--- src/rtl/sram_fifo_controller_if.sv ---
// Bundles the requester-side and SRAM-side signals of the SRAM FIFO controller.
// The slave modport is the controller itself; the master modport is everything
// around it: the producer/consumer pair plus the SRAM, which returns read data.
interface sram_fifo_controller_if #(
    parameter int nrOfAddressBits = 5,
    parameter int nrOfDataBits    = 32
);
    logic                       flush;
    logic                       push;
    logic [nrOfDataBits-1:0]    pushData;
    logic                       pop;
    logic [nrOfDataBits-1:0]    popData;
    logic                       full;
    logic                       empty;
    logic [nrOfAddressBits:0]   count;
    logic                       overflow;
    logic                       underflow;
    logic                       sramWe;
    logic [nrOfAddressBits-1:0] sramWrAddr;
    logic [nrOfAddressBits-1:0] sramRdAddr;
    logic [nrOfDataBits-1:0]    sramWrData;
    logic [nrOfDataBits-1:0]    sramRdData;

    modport master (
        output flush, push, pushData, pop, sramRdData,
        input  popData, full, empty, count, overflow, underflow,
        input  sramWe, sramWrAddr, sramRdAddr, sramWrData
    );

    modport slave (
        input  flush, push, pushData, pop, sramRdData,
        output popData, full, empty, count, overflow, underflow,
        output sramWe, sramWrAddr, sramRdAddr, sramWrData
    );
endinterface

--- src/rtl/sram_fifo_controller.sv ---
// First-word-fall-through FIFO built around one simple-dual-port synchronous SRAM
// with a registered read port. The controller owns the pointers, occupancy count
// and flags, and forwards freshly written data when the SRAM would return a stale
// word because the write and read addresses collide on the same edge.
module sram_fifo_controller #(
    parameter int nrOfAddressBits = 5,
    parameter int nrOfDataBits    = 32
) (
    input  logic                 clock,
    input  logic                 nReset,
    sram_fifo_controller_if.slave bus
);
    localparam int A = nrOfAddressBits;
    localparam logic [A:0] depth = {1'b1, {A{1'b0}}};

    logic [A:0]              r_wrPtr;
    logic [A:0]              r_rdPtr;
    logic [A:0]              r_count;
    logic                    r_bypassValid;
    logic [nrOfDataBits-1:0] r_bypassReg;
    logic                    r_overflow;
    logic                    r_underflow;

    logic                    w_full;
    logic                    w_empty;
    logic                    w_pushAcc;
    logic                    w_popAcc;
    logic                    w_collision;
    logic [A-1:0]            w_wrAddr;
    logic [A-1:0]            w_rdAddr;

    // Flags come only from the registered count, so accept decisions use pre-edge state.
    // Nothing is accepted while flushing or held in reset, so the SRAM is never written then.
    assign w_full      = (r_count == depth);
    assign w_empty     = (r_count == '0);
    assign w_pushAcc   = nReset & ~bus.flush & bus.push & ~w_full;
    assign w_popAcc    = nReset & ~bus.flush & bus.pop & ~w_empty;
    assign w_wrAddr    = r_wrPtr[A-1:0];
    assign w_rdAddr    = w_popAcc ? (r_rdPtr[A-1:0] + A'(1)) : r_rdPtr[A-1:0];
    assign w_collision = w_pushAcc & (w_wrAddr == w_rdAddr);

    assign bus.sramWe     = w_pushAcc;
    assign bus.sramWrAddr = w_wrAddr;
    assign bus.sramWrData = bus.pushData;
    assign bus.sramRdAddr = w_rdAddr;
    assign bus.popData    = r_bypassValid ? r_bypassReg : bus.sramRdData;
    assign bus.full       = w_full;
    assign bus.empty      = w_empty;
    assign bus.count      = r_count;
    assign bus.overflow   = r_overflow;
    assign bus.underflow  = r_underflow;

    // Pointer, occupancy, bypass and sticky-error state; reset beats flush beats traffic.
    always_ff @(posedge clock) begin
        if (!nReset) begin
            r_wrPtr       <= '0;
            r_rdPtr       <= '0;
            r_count       <= '0;
            r_bypassValid <= 1'b0;
            r_overflow    <= 1'b0;
            r_underflow   <= 1'b0;
        end else if (bus.flush) begin
            r_rdPtr       <= r_wrPtr;
            r_count       <= '0;
            r_bypassValid <= 1'b0;
        end else begin
            if (w_pushAcc) begin
                r_wrPtr <= r_wrPtr + (A+1)'(1);
            end
            if (w_popAcc) begin
                r_rdPtr <= r_rdPtr + (A+1)'(1);
            end
            case ({w_pushAcc, w_popAcc})
                2'b10:   r_count <= r_count + (A+1)'(1);
                2'b01:   r_count <= r_count - (A+1)'(1);
                default: r_count <= r_count;
            endcase
            r_bypassValid <= w_collision;
            r_overflow    <= r_overflow | (bus.push & w_full);
            r_underflow   <= r_underflow | (bus.pop & w_empty);
        end
    end

    // Capture the word being written when the SRAM read would miss it this edge.
    always_ff @(posedge clock) begin
        if (w_collision) begin
            r_bypassReg <= bus.pushData;
        end
    end
endmodule
--- src/flat_wrapper.sv ---
// flat-port wrapper written by rule: the top's interface ports become plain ports
module sram_fifo_controller_flat 
#(
    parameter int nrOfAddressBits = 5,
    parameter int nrOfDataBits    = 32
)
  (clock, nReset, bus_flush, bus_push, bus_pushData, bus_pop, bus_sramRdData, bus_popData, bus_full, bus_empty, bus_count, bus_overflow, bus_underflow, bus_sramWe, bus_sramWrAddr, bus_sramRdAddr, bus_sramWrData);
  sram_fifo_controller_if #(.nrOfAddressBits(nrOfAddressBits), .nrOfDataBits(nrOfDataBits)) bus_i ();
  input  logic clock;
  input  logic nReset;
  input wire logic [$bits(bus_i.flush)-1:0] bus_flush;
  input wire logic [$bits(bus_i.push)-1:0] bus_push;
  input wire logic [$bits(bus_i.pushData)-1:0] bus_pushData;
  input wire logic [$bits(bus_i.pop)-1:0] bus_pop;
  input wire logic [$bits(bus_i.sramRdData)-1:0] bus_sramRdData;
  output wire logic [$bits(bus_i.popData)-1:0] bus_popData;
  output wire logic [$bits(bus_i.full)-1:0] bus_full;
  output wire logic [$bits(bus_i.empty)-1:0] bus_empty;
  output wire logic [$bits(bus_i.count)-1:0] bus_count;
  output wire logic [$bits(bus_i.overflow)-1:0] bus_overflow;
  output wire logic [$bits(bus_i.underflow)-1:0] bus_underflow;
  output wire logic [$bits(bus_i.sramWe)-1:0] bus_sramWe;
  output wire logic [$bits(bus_i.sramWrAddr)-1:0] bus_sramWrAddr;
  output wire logic [$bits(bus_i.sramRdAddr)-1:0] bus_sramRdAddr;
  output wire logic [$bits(bus_i.sramWrData)-1:0] bus_sramWrData;
  assign bus_i.flush = bus_flush;
  assign bus_i.push = bus_push;
  assign bus_i.pushData = bus_pushData;
  assign bus_i.pop = bus_pop;
  assign bus_i.sramRdData = bus_sramRdData;
  assign bus_popData = bus_i.popData;
  assign bus_full = bus_i.full;
  assign bus_empty = bus_i.empty;
  assign bus_count = bus_i.count;
  assign bus_overflow = bus_i.overflow;
  assign bus_underflow = bus_i.underflow;
  assign bus_sramWe = bus_i.sramWe;
  assign bus_sramWrAddr = bus_i.sramWrAddr;
  assign bus_sramRdAddr = bus_i.sramRdAddr;
  assign bus_sramWrData = bus_i.sramWrData;
  sram_fifo_controller #(.nrOfAddressBits(nrOfAddressBits), .nrOfDataBits(nrOfDataBits)) u_core (.clock(clock), .nReset(nReset), .bus(bus_i));
endmodule
--- config.mk ---
export PLATFORM = sky130hd
export DESIGN_NAME = sram_fifo_controller_flat
export DESIGN_NICKNAME = d
export VERILOG_FILES = /design/src/rtl/sram_fifo_controller_if.sv /design/src/rtl/sram_fifo_controller.sv /design/src/flat_wrapper.sv
export SDC_FILE = /design/constraint.sdc
export NUM_CORES = 1
export LEC_CHECK = 0
export BUFFER_PORTS_ARGS = -buffer_cell sky130_fd_sc_hd__buf_2
export CORE_AREA = 2 2 83 85
export CTS_CLUSTER_DIAMETER = 120
export CTS_CLUSTER_SIZE = 12
export DETAILED_ROUTE_END_ITERATION = 8
export DIE_AREA = 0 0 85 87
export PLACE_DENSITY = 0.79
export SETUP_SLACK_MARGIN = 0.2
export SLEW_MARGIN = 5
export SYNTH_ARGS = -nofsm -noshare
export SYNTH_HDL_FRONTEND = slang
export SYNTH_SLANG_ARGS = --single-unit
--- constraint.sdc ---
create_clock -name clock -period 7.85 [get_ports clock]
set_input_delay 1.9625 -clock clock [delete_from_list [all_inputs] [get_ports clock]]
set_output_delay 1.9625 -clock clock [all_outputs]
set_load 0.01 [all_outputs]
**After elaboration in Yosys (flattened, before gate mapping)**

Index checks and enable logic that the tools add are counted.

- Output and inout bits: 85
- Logic and storage cells: 40
- Input bits: 69
- Register bits after elaboration: 53

- Bitwise operators: 14
- Reductions and logical operators: 5
- Equal/unequal tests: 4
- $add $sub $neg: 5
- Muxes and demuxes: 5

Operators by type and width:

| operator | count |
|---|---|
| $mux 32 | 1 |
| $add 6x1->6 const B | 3 |
| $mux 6 | 2 |
| $pmux 6 s2 | 1 |
| $and 1x1->1 | 8 |
| $eq 6x6->1 const B | 1 |
| $logic_not 6->1 | 1 |
| $sub 6x1->6 const B | 1 |
| $add 5x1->5 const B | 1 |
| $eq 5x5->1 | 1 |
| $mux 5 | 1 |
| $not 1->1 | 4 |
| $reduce_bool 2->1 | 2 |
| $eq 2x1->1 const B | 1 |
| $eq 2x2->1 const B | 1 |
| $or 1x1->1 | 2 |
| $reduce_and 2->1 | 1 |
| $reduce_or 2->1 | 1 |

**Depth between registers and ports, before layout**

- Word-level depth: 7
- Gate-level depth with buffers: 14

**Worst setup path after synthesis**

OpenSTA, ideal clock, no wires.

- Kind: input to register
- Start: in bus_flush
- End: reg u_core.r_bypassReg[0] (enable)
- Path slack: 778 ps
- Stages: 5
- Arrival time: 6559 ps
- Cells stage by stage: nand3b_1 -> a21oi_2 -> or4_1 -> a221o_1 -> nor4b_1

- Longest elaborated chain between the ends: 7

RTL lines:

| element | line | source |
|---|---|---|
| start, declared | flat_wrapper.sv:11 | `input wire logic [$bits(bus_i.flush)-1:0] bus_flush;` |
| $not 1->1 (*) | sram_fifo_controller.sv:36, sram_fifo_controller.sv:37 |  |
| $and 1x1->1 (*) | sram_fifo_controller.sv:36, sram_fifo_controller.sv:37 |  |
| $and 1x1->1 (2 in a row) | sram_fifo_controller.sv:37 | `assign w_popAcc = nReset & ~bus.flush & bus.pop & ~w_empty;` |
| $mux 5 | sram_fifo_controller.sv:39 | `assign w_rdAddr = w_popAcc ? (r_rdPtr[A-1:0] + A'(1)) : r_rdPtr[A-1:0];` |
| $eq 5x5->1 | sram_fifo_controller.sv:40 | `assign w_collision = w_pushAcc & (w_wrAddr == w_rdAddr);` |
| $and 1x1->1 (*) | sram_fifo_controller.sv:40 |  |
| net u_core.w_collision | sram_fifo_controller.sv:28 | `logic w_collision;` |
| end signal, assigned | sram_fifo_controller.sv:87 | `r_bypassReg <= bus.pushData;` |
| end, declared | sram_fifo_controller.sv:20 | `logic [nrOfDataBits-1:0] r_bypassReg;` |

The timed path passes the listed nets; every way through them passes the cells marked *.
A chain may end at the register's enable or synchronous reset.

**Worst setup path in the final report**

- Start: in nReset
- End: out bus_sramRdAddr[3]

- Longest elaborated chain between the ends: 4

RTL lines:

| element | line | source |
|---|---|---|
| start, declared | flat_wrapper.sv:10 | `input logic nReset;` |
| $and 1x1->1 (3 in a row) | sram_fifo_controller.sv:37 |  |
| $mux 5 | sram_fifo_controller.sv:39 |  |
| end, declared | flat_wrapper.sv:24 | `output wire logic [$bits(bus_i.sramRdAddr)-1:0] bus_sramRdAddr;` |

Every way passes these cells.

==> flow_summary_export.csv <==
group,metric,value,unit
outcome,status,"finished clean",
timing,max_freq,0.186,GHz
worst_hold_path,holdPathStages,2,
synth,ys_types,43,
setup_path,crit_top_cell,"buf_2",
clock_network,htreeDepth,2,
drt,postRouteAntennaNets,0,
synth,synth_area_leader_cell,"edfxtp_1",
clock_network,ctsRootBufferMaster,"clkbuf_8",
setup_path,critPathMaxFanout,15,
placed_design,routabilityCongestion,0.889,
floorplan,rows,30,
synth,synth_seq_cells,51,
timing,post-route-min-period,5.37,ns
synth,yosysTopAreaCellShare,34.0,%
final_layout,nets,443,
setup_path,reg2regPathDepth,11,
final_layout,antenna_cells,0,
drt,drc_errors,0,
drt,viasPerCell,5.03,
timing,rsz0062_at_grt,"no",
drt,first_pass_iters,4,
timing,setup_violations,0,
clock_network,ctsHoldBuffers,0,
synth,yosysMostFrequentCell,"buf_4",
final_layout,area_delta_synth_final,24.5,%
pwr,power.density,158,nW/um^2
worst_hold_path,hold_class,"flop to flop",
setup_path,crit_slowest_cell,"a211oi_1",
synth,synth_fp_nets,326,
timing,finClkSkew,0.00954,ns
synth,synthArstFlopShare,0,%
setup_path,cp.arrival,3.41,ns
synth,synth_ff_type,"edfxtp_1",
pwr,power.leakage,1.58,nW
placed_design,port_buffers,153,
floorplan,core-area,6570,um^2
setup_path,crit_family,"compound AO/OA/AOI/OAI gates",
setup_path,cpPeakStageDelay,0.52,ns
job,drv_cap,0,
grt,grt_overflow_total,0,
drt,wl_per_cell,14.4,um
clock_network,clockBufferDepth,2,
placed_design,post-place-ws,2.50,ns
setup_path,path_class,"input port to output pin",
pwr,ir_drop,0.0000808,V
grt,grt_pass1_vias,2018,
floorplan,dieArea,7400,um^2
floorplan,ioPinCount,154,
synth,synth_edf_count,32,
grt,grt.total_usage,16.4,%
setup_path,cp-start-kind,"input port",
synth,synthTopCellsByCount,"33 x buf_4, 32 x edfxtp_1, 32 x mux2_2",
synth,yosys_warnings,0,
final_layout,drive_above_1_share,53.2,%
clock_network,worstSkewPairLatency,0.30,ns
synth,synth_area_leaders,"edfxtp_1 34%, dfxtp_1 13%, mux2_2 13%",
grt,grt_max_degree,33,
clock_network,clock_sinks,51,
timing,timing.max_slew.rel_slack,66.1,%
final_layout,fill_cells,579,
drt,dr_total_vias,2264,
placed_design,hpwl,4.97,mm
drt,wl,6.49,mm
synth,synthCells,252,
setup_path,crit_path_end_kind,"output pin",
clock_network,clkTransAtPathRegs,0.09,ns
synth,yosysSeqAreaShare,47.4,%
floorplan,initial_core_util,43.1,%
setup_path,path_buf_inv,2,
synth,syn_avg_cell_area,11.2,um^2
clock_network,postCtsSetupRepairBufs,0,
timing,hold_viol,0,
timing,drv_slew,0,
timing,worst_slack,2.48,ns
setup_path,cp_cell_sequence,"buf_2 -> nand3b_1 -> a211oi_1 -> xor2_1 -> buf_2",
grt,antenna_found_initial,0,
floorplan,fp.dieH,87,um
timing,tns,0,ns
floorplan,die_x,85,um
setup_path,cp.depth,5,
clock_network,cts_buffers,5,
clock_network,tritoncts,"done",
setup_path,required,5.89,ns
clock_network,post_cts_resized,0,
drt,first_iter_violations,64,
timing,fin_crit_sh,68.4,%
synth,synth_area,2830,um^2
grt,grt_pass1_wl,9.70,mm
timing,tightest_slew,0.505,ns
## cells in the final DEF, fill, tap and decap left out, types with 2 or more instances in the layout
| master | synthesis | layout |
|---|---|---|
| buf_2 | 0 | 153 |
| mux2_2 | 32 | 32 |
| edfxtp_1 | 32 | 32 |
| dfxtp_1 | 19 | 19 |
| nor2_1 | 10 | 10 |
| o21ai_0 | 10 | 10 |
| nand2_1 | 9 | 9 |
| nor2b_1 | 8 | 8 |
| xor2_1 | 8 | 8 |
| a21oi_1 | 8 | 8 |
| inv_1 | 7 | 7 |
| xnor2_1 | 6 | 6 |
| nand3_1 | 5 | 5 |
| and2_1 | 5 | 5 |
| ha_1 | 5 | 5 |
| clkbuf_8 | 0 | 5 |
| nor3_1 | 4 | 4 |
| mux2i_1 | 4 | 4 |
| or3_1 | 4 | 4 |
| a211oi_1 | 3 | 3 |
| nand4_1 | 3 | 3 |
| or4_1 | 2 | 2 |
| nand3b_1 | 2 | 2 |
| nand2b_1 | 2 | 2 |
| o211a_1 | 2 | 2 |
| buf_4 | 33 | 2 |
## kinds of logic (layout without fill, tap and decap cells)
| group | after synthesis | in the layout | share of synthesized area [%] |
|---|---|---|---|
| compound gates | 36 | 36 | 8.63 |
| xor+xnor | 14 | 14 | 4.33 |
| fa+ha+maj | 5 | 5 | 2.21 |
| buf+inv | 52 | 170 | 11.5 |
| flops | 51 | 51 | 47.4 |
| mux | 36 | 36 | 14.2 |
| simple gates | 58 | 58 | 11.7 |
## through the flow
step	hold WS, ns	cell area [um^2]	cells	util [%]	power (W)
2_1_floorplan	0.487	2830	252	-	0.000352
3_3_place_gp	0.454	3420	442	52.0	0.000383
3_5_place_dp	0.473	3420	442	52.0	0.000385
4_1_cts	0.494	3520	450	53.6	0.000562
5_1_grt	0.503	3520	450	53.6	0.000580
6_report	0.491	3520	450	53.6	0.000555
## area by class of cell
| cell class | count | area (um^2) | area share, % |
|---|---|---|---|
| sequential | 51 | 1340 | 38.1 |
| multi-input combinational | 149 | 1170 | 33.1 |
| tap | 80 | 100 | 2.84 |
| timing repair buffer | 155 | 781 | 22.2 |
| clock buffer | 5 | 68.8 | 1.95 |
| clock inverter | 3 | 38.8 | 1.10 |
| inverter | 7 | 26.3 | 0.746 |
## state kept, by name (all words and copies together), names as in the netlist
| signal | cells |
|---|---|
| u_core.r_bypassReg | 32 |
| u_core.bus.count | 6 |
| u_core.r_rdPtr | 5 |
| u_core.r_wrPtr | 5 |
| u_core.bus.overflow | 1 |
| u_core.bus.underflow | 1 |
| u_core.r_bypassValid | 1 |
## metal layers
| layer | track usage, % | vias up | part of all wire, % |
|---|---|---|---|
| met1 | 19.1 | 1054 | 40 |
| met5 | 0 | - | 0 |
| met2 | 29.7 | 101 | 52 |
| met4 | 4.47 | 0 | 0.45 |
| li1 | - | 1105 | - |
| met3 | 4.27 | 4 | 7.8 |
## final timing paths
kind / from / to / slack [ns]
setup / recovery: nReset / bus_sramRdAddr[3] / 2.48
hold / removal: u_core.bus.underflow$_SDFFE_PN0N_ / u_core.bus.underflow$_SDFFE_PN0N_ / 0.49
setup reg to reg: u_core.bus.count[1]$_SDFFE_PP0P_ / u_core.bus.count[4]$_SDFFE_PP0P_ / 4.50
hold reg to reg: u_core.bus.underflow$_SDFFE_PN0N_ / u_core.bus.underflow$_SDFFE_PN0N_ / 0.49
## tightest hold or removal path: cells and delay by family, from the launching register on
family	cells	cell delay, ns
and+or+nand+nor	1	0.05
AOI/OAI and AO/OA	1	0.06
DFF	1	0.35
## power by group
part / internal (W) / switching (W)
combinational: 0.0000417 / 0.0000419
clock: 0.0000932 / 0.0000835
sequential: 0.000291 / 0.00000383
Note: power is estimated with default switching activity, not from simulation.
